**src/rtl/seg7_pkg.sv**
```systemverilog
// Shared types and hex-to-segment decode table for the seven-segment scan driver.
// Segment bit order is {g,f,e,d,c,b,a}, 1 = segment lit.
package seg7_pkg;

    typedef logic [6:0] seg7_t;

    localparam seg7_t SEG7_BLANK = 7'h00;

    // Entry n sits at bits [7n +: 7]; lowercase glyphs keep b and d distinct from 8 and 0.
    localparam logic [15:0][6:0] SEG7_TABLE = {
        7'h71, 7'h79, 7'h5E, 7'h39, 7'h7C, 7'h77, 7'h6F, 7'h7F,
        7'h07, 7'h7D, 7'h6D, 7'h66, 7'h4F, 7'h5B, 7'h06, 7'h3F
    };

    function automatic seg7_t seg7_decode(input logic [3:0] nib);
        return SEG7_TABLE[nib];
    endfunction

endpackage

```
**src/rtl/seg7_refresh_prescaler.sv**
```systemverilog
// Digit-slot timebase: counts 0..DIV-1 and flags the last cycle of each slot.
module seg7_refresh_prescaler #(
    parameter int DIV = 50000
) (
    input  logic clk,
    input  logic rst_n,
    output logic tick_o
);

    localparam int CW = (DIV > 1) ? $clog2(DIV) : 1;

    logic [CW-1:0] cnt_q, cnt_d;

    assign tick_o = (cnt_q == CW'(DIV - 1));

    always_comb begin
        cnt_d = cnt_q + CW'(1);
        if (tick_o) cnt_d = '0;
    end

    always_ff @(posedge clk or negedge rst_n) begin
        if (!rst_n) cnt_q <= '0;
        else        cnt_q <= cnt_d;
    end

endmodule

```
**src/rtl/seven_seg_scan_driver.sv**
```systemverilog
// Time-multiplexed 7-segment bank driver with frame-synchronous value update and leading-zero blanking.
// Optional per-digit blinking is enabled by defining SEG7_BLINK_EN.
module seven_seg_scan_driver
    import seg7_pkg::*;
#(
`ifdef SEG7_BLINK_EN
    parameter int BLINK_FRAMES   = 64,
`endif
    parameter int NUM_DIGITS     = 4,
    parameter int REFRESH_DIV    = 50000,
    parameter int ACTIVE_LOW_SEG = 0,
    parameter int ACTIVE_LOW_AN  = 1
) (
    input  logic                    clk,
    input  logic                    rst_n,
    input  logic [4*NUM_DIGITS-1:0] value_i,
    input  logic                    load_i,
    input  logic                    blank_lz_i,
`ifdef SEG7_BLINK_EN
    input  logic [NUM_DIGITS-1:0]   blink_mask_i,
`endif
    output logic [6:0]              seg_o,
    output logic [NUM_DIGITS-1:0]   an_o,
    output logic                    frame_o
);

    localparam int IDX_W = (NUM_DIGITS > 1) ? $clog2(NUM_DIGITS) : 1;
    localparam logic [6:0] SEG_OFF = (ACTIVE_LOW_SEG != 0) ? ~SEG7_BLANK : SEG7_BLANK;
    localparam logic [NUM_DIGITS-1:0] AN_OFF = (ACTIVE_LOW_AN != 0) ? '1 : '0;

    logic                    tick;
    logic                    wrap;
    logic [IDX_W-1:0]        idx_q, idx_d;
    logic [4*NUM_DIGITS-1:0] shadow_q, shadow_d;
    logic [4*NUM_DIGITS-1:0] active_q, active_d;
    logic                    pending_q, pending_d;
    logic [6:0]              seg_q, seg_d;
    logic [NUM_DIGITS-1:0]   an_q, an_d;
    logic [NUM_DIGITS-1:0]   lz_mask;
    logic                    all_zero;
    logic                    blink_blank;
    seg7_t                   seg_on;
    logic [NUM_DIGITS-1:0]   an_on;

    seg7_refresh_prescaler #(
        .DIV (REFRESH_DIV)
    ) u_prescaler (
        .clk    (clk),
        .rst_n  (rst_n),
        .tick_o (tick)
    );

    assign wrap = tick && (idx_q == IDX_W'(NUM_DIGITS - 1));

    always_comb begin
        idx_d = idx_q;
        if (tick) idx_d = wrap ? '0 : idx_q + IDX_W'(1);
    end

    // A load on the wrap cycle bypasses the shadow so it lands in the frame starting now.
    always_comb begin
        shadow_d  = shadow_q;
        pending_d = pending_q;
        active_d  = active_q;
        if (wrap) begin
            if (load_i)         active_d = value_i;
            else if (pending_q) active_d = shadow_q;
            pending_d = 1'b0;
        end else if (load_i) begin
            shadow_d  = value_i;
            pending_d = 1'b1;
        end
    end

    always_comb begin
        lz_mask  = '0;
        all_zero = 1'b1;
        for (int k = NUM_DIGITS - 1; k >= 0; k--) begin
            all_zero = all_zero && (active_d[4*k +: 4] == 4'h0);
            if (k != 0) lz_mask[k] = all_zero && blank_lz_i;
        end
    end

`ifdef SEG7_BLINK_EN
    localparam int BF_W = (BLINK_FRAMES > 1) ? $clog2(BLINK_FRAMES) : 1;

    logic [BF_W-1:0] bcnt_q, bcnt_d;
    logic            phase_q, phase_d;

    always_comb begin
        bcnt_d  = bcnt_q;
        phase_d = phase_q;
        if (wrap) begin
            if (bcnt_q == BF_W'(BLINK_FRAMES - 1)) begin
                bcnt_d  = '0;
                phase_d = ~phase_q;
            end else begin
                bcnt_d = bcnt_q + BF_W'(1);
            end
        end
    end

    always_ff @(posedge clk or negedge rst_n) begin
        if (!rst_n) begin
            bcnt_q  <= '0;
            phase_q <= 1'b0;
        end else begin
            bcnt_q  <= bcnt_d;
            phase_q <= phase_d;
        end
    end

    assign blink_blank = phase_d && blink_mask_i[idx_d];
`else
    assign blink_blank = 1'b0;
`endif

    // Output registers are fed from next-state values so a digit appears the cycle after its tick.
    always_comb begin
        seg_on = seg7_decode(active_d[4*idx_d +: 4]);
        if (lz_mask[idx_d] || blink_blank) seg_on = SEG7_BLANK;
        seg_d = (ACTIVE_LOW_SEG != 0) ? ~seg_on : seg_on;
        an_on = '0;
        an_on[idx_d] = 1'b1;
        an_d = (ACTIVE_LOW_AN != 0) ? ~an_on : an_on;
    end

    always_ff @(posedge clk or negedge rst_n) begin
        if (!rst_n) begin
            idx_q     <= '0;
            shadow_q  <= '0;
            active_q  <= '0;
            pending_q <= 1'b0;
            seg_q     <= SEG_OFF;
            an_q      <= AN_OFF;
        end else begin
            idx_q     <= idx_d;
            shadow_q  <= shadow_d;
            active_q  <= active_d;
            pending_q <= pending_d;
            seg_q     <= seg_d;
            an_q      <= an_d;
        end
    end

    assign seg_o   = seg_q;
    assign an_o    = tick ? AN_OFF : an_q;
    assign frame_o = wrap;

endmodule
```
**config.mk**
```make
export PLATFORM = sky130hd
export DESIGN_NAME = seven_seg_scan_driver
export DESIGN_NICKNAME = d
export VERILOG_FILES = /design/src/rtl/seg7_pkg.sv /design/src/rtl/seg7_refresh_prescaler.sv /design/src/rtl/seven_seg_scan_driver.sv
export SDC_FILE = /design/constraint.sdc
export NUM_CORES = 1
export LEC_CHECK = 0
export BUFFER_PORTS_ARGS = -buffer_cell sky130_fd_sc_hd__buf_2
export CAP_MARGIN = 20
export CELL_PAD_IN_SITES_DETAIL_PLACEMENT = 1
export CELL_PAD_IN_SITES_GLOBAL_PLACEMENT = 1
export CORE_ASPECT_RATIO = 1.25
export CORE_MARGIN = 4
export CORE_UTILIZATION = 40
export CTS_CLUSTER_DIAMETER = 80
export DETAILED_ROUTE_END_ITERATION = 16
export GPL_ROUTABILITY_DRIVEN = 0
export PLACE_DENSITY = 0.76
export SETUP_SLACK_MARGIN = 0.02
export SYNTH_ARGS = -nofsm -noshare
export SYNTH_HDL_FRONTEND = slang
export SYNTH_SLANG_ARGS = --single-unit
```
**constraint.sdc**
```tcl
create_clock -name clk -period 4.6 [get_ports clk]
set_input_delay 0.46 -clock clk [delete_from_list [all_inputs] [get_ports clk]]
set_output_delay 0.46 -clock clk [all_outputs]
set_load 0.005 [all_outputs]
```
# Word-level counts from Yosys, hierarchy flattened
# Memories as Yosys holds them, arrays and structs flattened.
# Cells that the tools add are included.
# op_classes
addsub,2
n_mul,0
n_div,0
n_lt_le_gt_ge,3
eq_ne,2
shifts,1
n_mux,15
bitwise_logic,2
reduce_logical,12
# op_table
operator,count
16-bit 2-to-1 mux,4
"16-bit by 1-bit adder with 16-bit output, second input constant",1
"16-bit == test, second input constant",1
16-bit by 5-bit variable part select with 4-bit output,1
7-bit 2-to-1 mux,2
4-bit logical NOT,3
1-bit logical AND,7
"4-bit by 5-bit less-than comparator with 1-bit output, second input constant",1
1-bit 2-to-1 mux,4
2-bit 2-to-1 mux,2
4-bit 2-to-1 mux,1
4-bit inverter,1
"2-bit by 3-bit less-than comparator with 1-bit output, second input constant",1
"2-bit by 1-bit adder with 2-bit output, second input constant",1
1-bit binary-select mux with 2-bit select,1
1-bit demux with 2-bit select,1
"2-bit == test, second input constant",1
"2-bit by 1-bit greater-or-equal comparator with 1-bit output, second input constant",1
2-bit AND reduction,1
2-bit nonzero test,1
1-bit inverter,1
# totals
regBits,62
latch_bits,0
ram_bits,0
mem_bits_ro,112
inputBits,20
out_inout_bits,12
mem_count,1
# memory_table
name,words,word_bits,read_ports,rd_ports_with_merged_regs,wr,line,text
(no name shown),16,7,1,0,0,seg7_pkg.sv:16,return SEG7_TABLE[nib];

# Longest topological paths before layout
# logic_depth
ltp_word,10
ltp_mapped,17

# By module
# From an unflattened synthesis, not the netlist that was laid out.
# hier_totals
cells_unflattened,299
hier_area_um2,3315.7
# modules_own_cells
module,instances,cells_per_inst,area_each_um2,seq_area_each_um2
seven_seg_scan_driver,1,232,2553.7,1156.1
seg7_refresh_prescaler,1,67,762.0,400.4

# Worst setup path before layout
# Ideal clock, no wire load.
# synth_path
path_type,register to register
from,reg u_prescaler.cnt_q[11]
to,"reg seg_q[5], in the netlist seg_o[5]"
setup_time_ps,71
t_arrival_ps,3202
slack_ps,1326
path_stages_with_launch,15
path_buffers,3
path_cell_list,dfrtp_1 > or4b_4 > or4_4 > buf_6 > inv_6 > buf_8 > buf_8 > o22ai_4 > nor2_4 > nor2_1 > o32a_1 > ha_1 > mux2_1 > o2bb2ai_1 > nor2_1
# synth_via
elab_chain_len,10
elab_cells_between_ends,19
classes_between,eq/ne (1); shift (1); mux (7); reduce/logical (9); memory (1)
# synth_lines
item,line,text
start: declaration,seg7_refresh_prescaler.sv:12,"logic [CW-1:0] cnt_q, cnt_d;"
start signal: assignment,seg7_refresh_prescaler.sv:23,else cnt_q <= cnt_d;
16-bit == test *,seg7_refresh_prescaler.sv:14,assign tick_o = (cnt_q == CW'(DIV - 1));
1-bit logical AND *,seven_seg_scan_driver.sv:53,assign wrap = tick && (idx_q == IDX_W'(NUM_DIGITS - 1));
named net frame_o,seven_seg_scan_driver.sv:24,output logic frame_o
16-bit 2-to-1 mux *,seven_seg_scan_driver.sv:65,if (wrap) begin
named net active_d[13],seven_seg_scan_driver.sv:35,"logic [4*NUM_DIGITS-1:0] active_q, active_d;"
"parallel branches: the longest is 6 deep, another holds memory 16 x 7 bit",-,
7-bit 2-to-1 mux *,seven_seg_scan_driver.sv:121,if (lz_mask[idx_d] || blink_blank) seg_on = SEG7_BLANK;
named net seg_d[5],seven_seg_scan_driver.sv:37,"logic [6:0] seg_q, seg_d;"
end signal: assignment,seven_seg_scan_driver.sv:141,seg_q <= seg_d;
end: declaration,seven_seg_scan_driver.sv:37,
# Mark *: on every way through the listed nets, which the timed path passes. The select of a mux whose other input is x is not followed.
# A chain may end at the register's enable or synchronous reset.

# Final worst setup path
# layout_path
from,reg u_prescaler.cnt_q[11]
to,"reg seg_q[3], in the netlist seg_o[3]"
# layout_via
elab_cells_between_ends,19
classes_between,eq/ne (1); shift (1); mux (7); reduce/logical (9); memory (1)
# layout_lines
item,line,text
16-bit == test *,seg7_refresh_prescaler.sv:14,
1-bit logical AND,seven_seg_scan_driver.sv:53,
2-bit 2-to-1 mux,seven_seg_scan_driver.sv:57,if (tick) idx_d = wrap ? '0 : idx_q + IDX_W'(1);
2-bit 2-to-1 mux *,seven_seg_scan_driver.sv:57,
named net idx_d[0],seven_seg_scan_driver.sv:33,"logic [IDX_W-1:0] idx_q, idx_d;"
16-bit by 5-bit variable part select with 4-bit output,seven_seg_scan_driver.sv:120,seg_on = seg7_decode(active_d[4*idx_d +: 4]);
memory 16 x 7 bit,-,
7-bit 2-to-1 mux (not written as such),seg7_pkg.sv:16,
7-bit 2-to-1 mux *,seven_seg_scan_driver.sv:121,
named net seg_d[3],seven_seg_scan_driver.sv:37,
# The timed path passes the listed nets; every way through them passes the cells marked *. The select of a mux whose other input is x is not followed.

==> flow_summary.ini <==
[route]
met2_length_um = 3980
route.detailed.drc = 0
dr_total_vias = 2373
first_pass_iters = 4
wl_met3_um = 245
ant_nets = 0
drt_wl_total_um = 7630
wl_met1_um = 3220
wl_per_cell_um = 17.7
drt_iter0_markers = 136
via_per_inst = 5.51
top_layer = met4

[outcome]
status = finished clean

[logic_synthesis]
yosysUniqueCellTypes = 59
synth_top_area_share = 0.442
synth_top_area_cell = dfrtp_1
syn_inst = 296
synthTopCellsByArea = dfrtp_1 (44%), mux2_2 (5.8%), nand3_1 (3.7%)
yosysWarnings = 0
ys_seq_elements = 62
syn_area_per_cell_sq_um = 11.1
synth_fp_nets = 324
yosysSeqAreaShare = 0.474
syn_area_sq_um = 3280

[floorplan]
io_pins = 32
start_util = 0.417
dieArea_sq_um = 9730
rows = 36
coreArea_sq_um = 7880
die_height_um = 109
fp.dieW_um = 89.1

[cts]
cts_sinks = 62
tritoncts = done
cts.hold.buffers_added = 0
post_cts_buffers = 0
cts_buffers = 9
cts.htree.levels = 3
cts-root-buf = clkbuf_8
cts_max_path_buffers = 2
path_clk_slew_ns = 0.06
cts-resized-gates = 0
clk_latency_ns = 0.35

[pwr]
finalPower_w = 0.00103
p_leak_nw = 1.62
power.internal_w = 0.000791
ir_worst_vdd_uv = 157
p_per_area_nw_per_um2 = 281
p_sw_w = 0.000239
switching_share = 0.232
comb_power_share = 0.047
pwr-share-clk = 0.402
p_seq_frac = 0.551

[critical_path]
required_ns = 4.88
critical_path_class = reg2reg
critPathLaunchType = flop
end_kind = flop
cp.depth = 13
crit_path_cell_trace = or4b_4 > nor4_2 > mux2i_1 > inv_1 > nor2_1 > a22oi_1 > o211ai_2 > inv_1 > ha_1 > inv_1 > mux2i_1 > mux2i_1 > nor2_1
cp.buffers_inverters = 3
slowest_delay_ns = 0.60
r2r_slack_ns = 0.74
crit_fanout = 7
r2r_cells = 13
reg2reg_to = seg_o[3]$_DFF_PN0_
critPathArrivalTime_ns = 4.14
cp_top_family = simple AND/OR/NAND/NOR gates
r2r-start = u_prescaler.cnt_q[11]$_DFF_PN0_
critPathSlowestCell = or4b_4

[final_layout]
syn_to_final_growth_pct = 11.6
layout.nets = 359
design_area_sq_um = 3660
drive_gt1_frac = 0.313
diodes = 0
fillers = 881
finalNonFillerCells = 431

[timing]
period_needed_ns = 3.86
worstMarginPinSlew_ns = 0.798
fin_ws_ns = 0.741
skew_ns = 0.00821
drv_slew = 0
relSlewSlack = 0.468
rsz0062_at_grt = false
clock.fmax_mhz = 259
setup_violations = 0
setup_tns_ns = 0
hold_viol = 0
post-route-period-util = 0.839

[worst_hold_path]
hold_class = in2async

[place]
port_buffers = 31
post-place-cells = 415
place_area_sq_um = 3500
dp_hpwl_um = 5520
post-place-ws_ns = 0.785

[job]
maxCapViolations = 0

[grt]
track_usage = 0.176
antenna_found_initial = 0
first_global_vias = 2538
grt_pass1_wl_um = 12900
grt_max_degree = 63
grt-ovfl-total = 0
cells in the mapped netlist, drive strengths merged:
library cell and number:
clkbuf 4, a32oi 13, xor2 8, o22ai 4, nor2b 2, or3 2, dfstp 4, mux2 18
xnor2 3, nand3 30, o2bb2ai 1, nor3 3, nand2 31, a31oi 2, or4b 1, a2bb2oi 2
a21oi 8, nor2 31, nand4bb 2, a21o 2, nand4 3, buf 7, or2 5, inv 15
nor3b 1, or4 1, dfrtp 58, a22oi 5, o32a 1, ha 8, and3 4, o211ai 1
mux2i 6, nor4 4, o21ai 6
worst max path at each step:
stage,start,end,slack [ns]
6_report,u_prescaler.cnt_q[11]$_DFF_PN0_,seg_o[3]$_DFF_PN0_,0.74
5_1_grt,u_prescaler.cnt_q[11]$_DFF_PN0_,seg_o[3]$_DFF_PN0_,0.51
3_3_place_gp,u_prescaler.cnt_q[11]$_DFF_PN0_,seg_o[6]$_DFF_PN0_,0.89
4_1_cts,u_prescaler.cnt_q[11]$_DFF_PN0_,seg_o[3]$_DFF_PN0_,0.75
2_1_floorplan,u_prescaler.cnt_q[11]$_DFF_PN0_,seg_o[5]$_DFF_PN0_,1.33
3_5_place_dp,u_prescaler.cnt_q[11]$_DFF_PN0_,seg_o[3]$_DFF_PN0_,0.79
cell families after synthesis:
kind of cell    after synthesis  synth area share
xor+xnor                     11            0.0293
simple gates                120             0.216
buf+inv                      26            0.0446
compound gates               45             0.125
flops                        62             0.474
mux                          24            0.0800
fa+ha+maj                     8            0.0305
cell usage in the layout, fill, tap and decap left out, drive strengths merged, types with 2 or more instances in the layout:
| master | instances |
|---|---|
| a22oi | 5 |
| and3 | 4 |
| ha | 8 |
| or3 | 2 |
| dfstp | 4 |
| o22ai | 4 |
| nor3 | 3 |
| xor2 | 8 |
| a21oi | 8 |
| nor4 | 4 |
| a32oi | 13 |
| nand3 | 30 |
| inv | 15 |
| a21o | 2 |
| a31oi | 2 |
| xnor2 | 3 |
| nor2 | 31 |
| nor2b | 2 |
| or2 | 5 |
| mux2i | 6 |
| a2bb2oi | 2 |
| buf | 35 |
| nand4bb | 2 |
| mux2 | 18 |
| nand2 | 31 |
| clkbuf | 15 |
| o21ai | 6 |
| nand4 | 3 |
| dfrtp | 58 |
power groups by stage:
stage | logic (W) | clock network, W | registers, W
global placement | 0.0000484 | 0 | 0.000576
detailed placement | 0.0000500 | 0 | 0.000578
global route | 0.0000548 | 0.000461 | 0.000568
floorplan | 0.0000224 | 0 | 0.000574
finish | 0.0000482 | 0.000414 | 0.000568
CTS | 0.0000501 | 0.000431 | 0.000568
per-layer routing:
metal,vias to the layer above,GRT usage
li1,1121,-
met1,1198,0.218
met2,39,0.290
met3,15,0.0367
met4,0,0.0830
met5,-,0
per-stage QoR:
| stage | utilization | hold WS (ns) |
|---|---|---|
| after floorplan | - | 0.164 |
| after global placement | 0.444 | 0.448 |
| after detailed placement | 0.444 | 0.459 |
| after CTS | 0.465 | 0.312 |
| after global routing | 0.465 | 0.348 |
| final | 0.465 | 0.272 |
cell type report:
class	count	area [sq um]	share of cell area
clock buffer	15	156	0.0427
clock inverter	1	5.00	0.00137
inverter	15	61.3	0.0167
multi-input combinational	208	1580	0.432
sequential	62	1560	0.425
tap	95	119	0.0324
timing repair buffer	35	185	0.0505
registers in the layout (all words and copies together) (netlist names):
register and flops:
u_prescaler.cnt_q 16, idx_q 2, an_q 4, active_q 16
pending_q 1, shadow_q 16, seg_o 7
worst reg2reg max path: stages (launching register included):
cell and delay (ns):
dfrtp_1 0.42, or4b_4 0.60, nor4_2 0.30, mux2i_1 0.43, inv_1 0.20, nor2_1 0.52
a22oi_1 0.22, o211ai_2 0.19, inv_1 0.14, ha_1 0.32, inv_1 0.04, mux2i_1 0.20
mux2i_1 0.11, nor2_1 0.10
(Power assumes the default switching activity.)
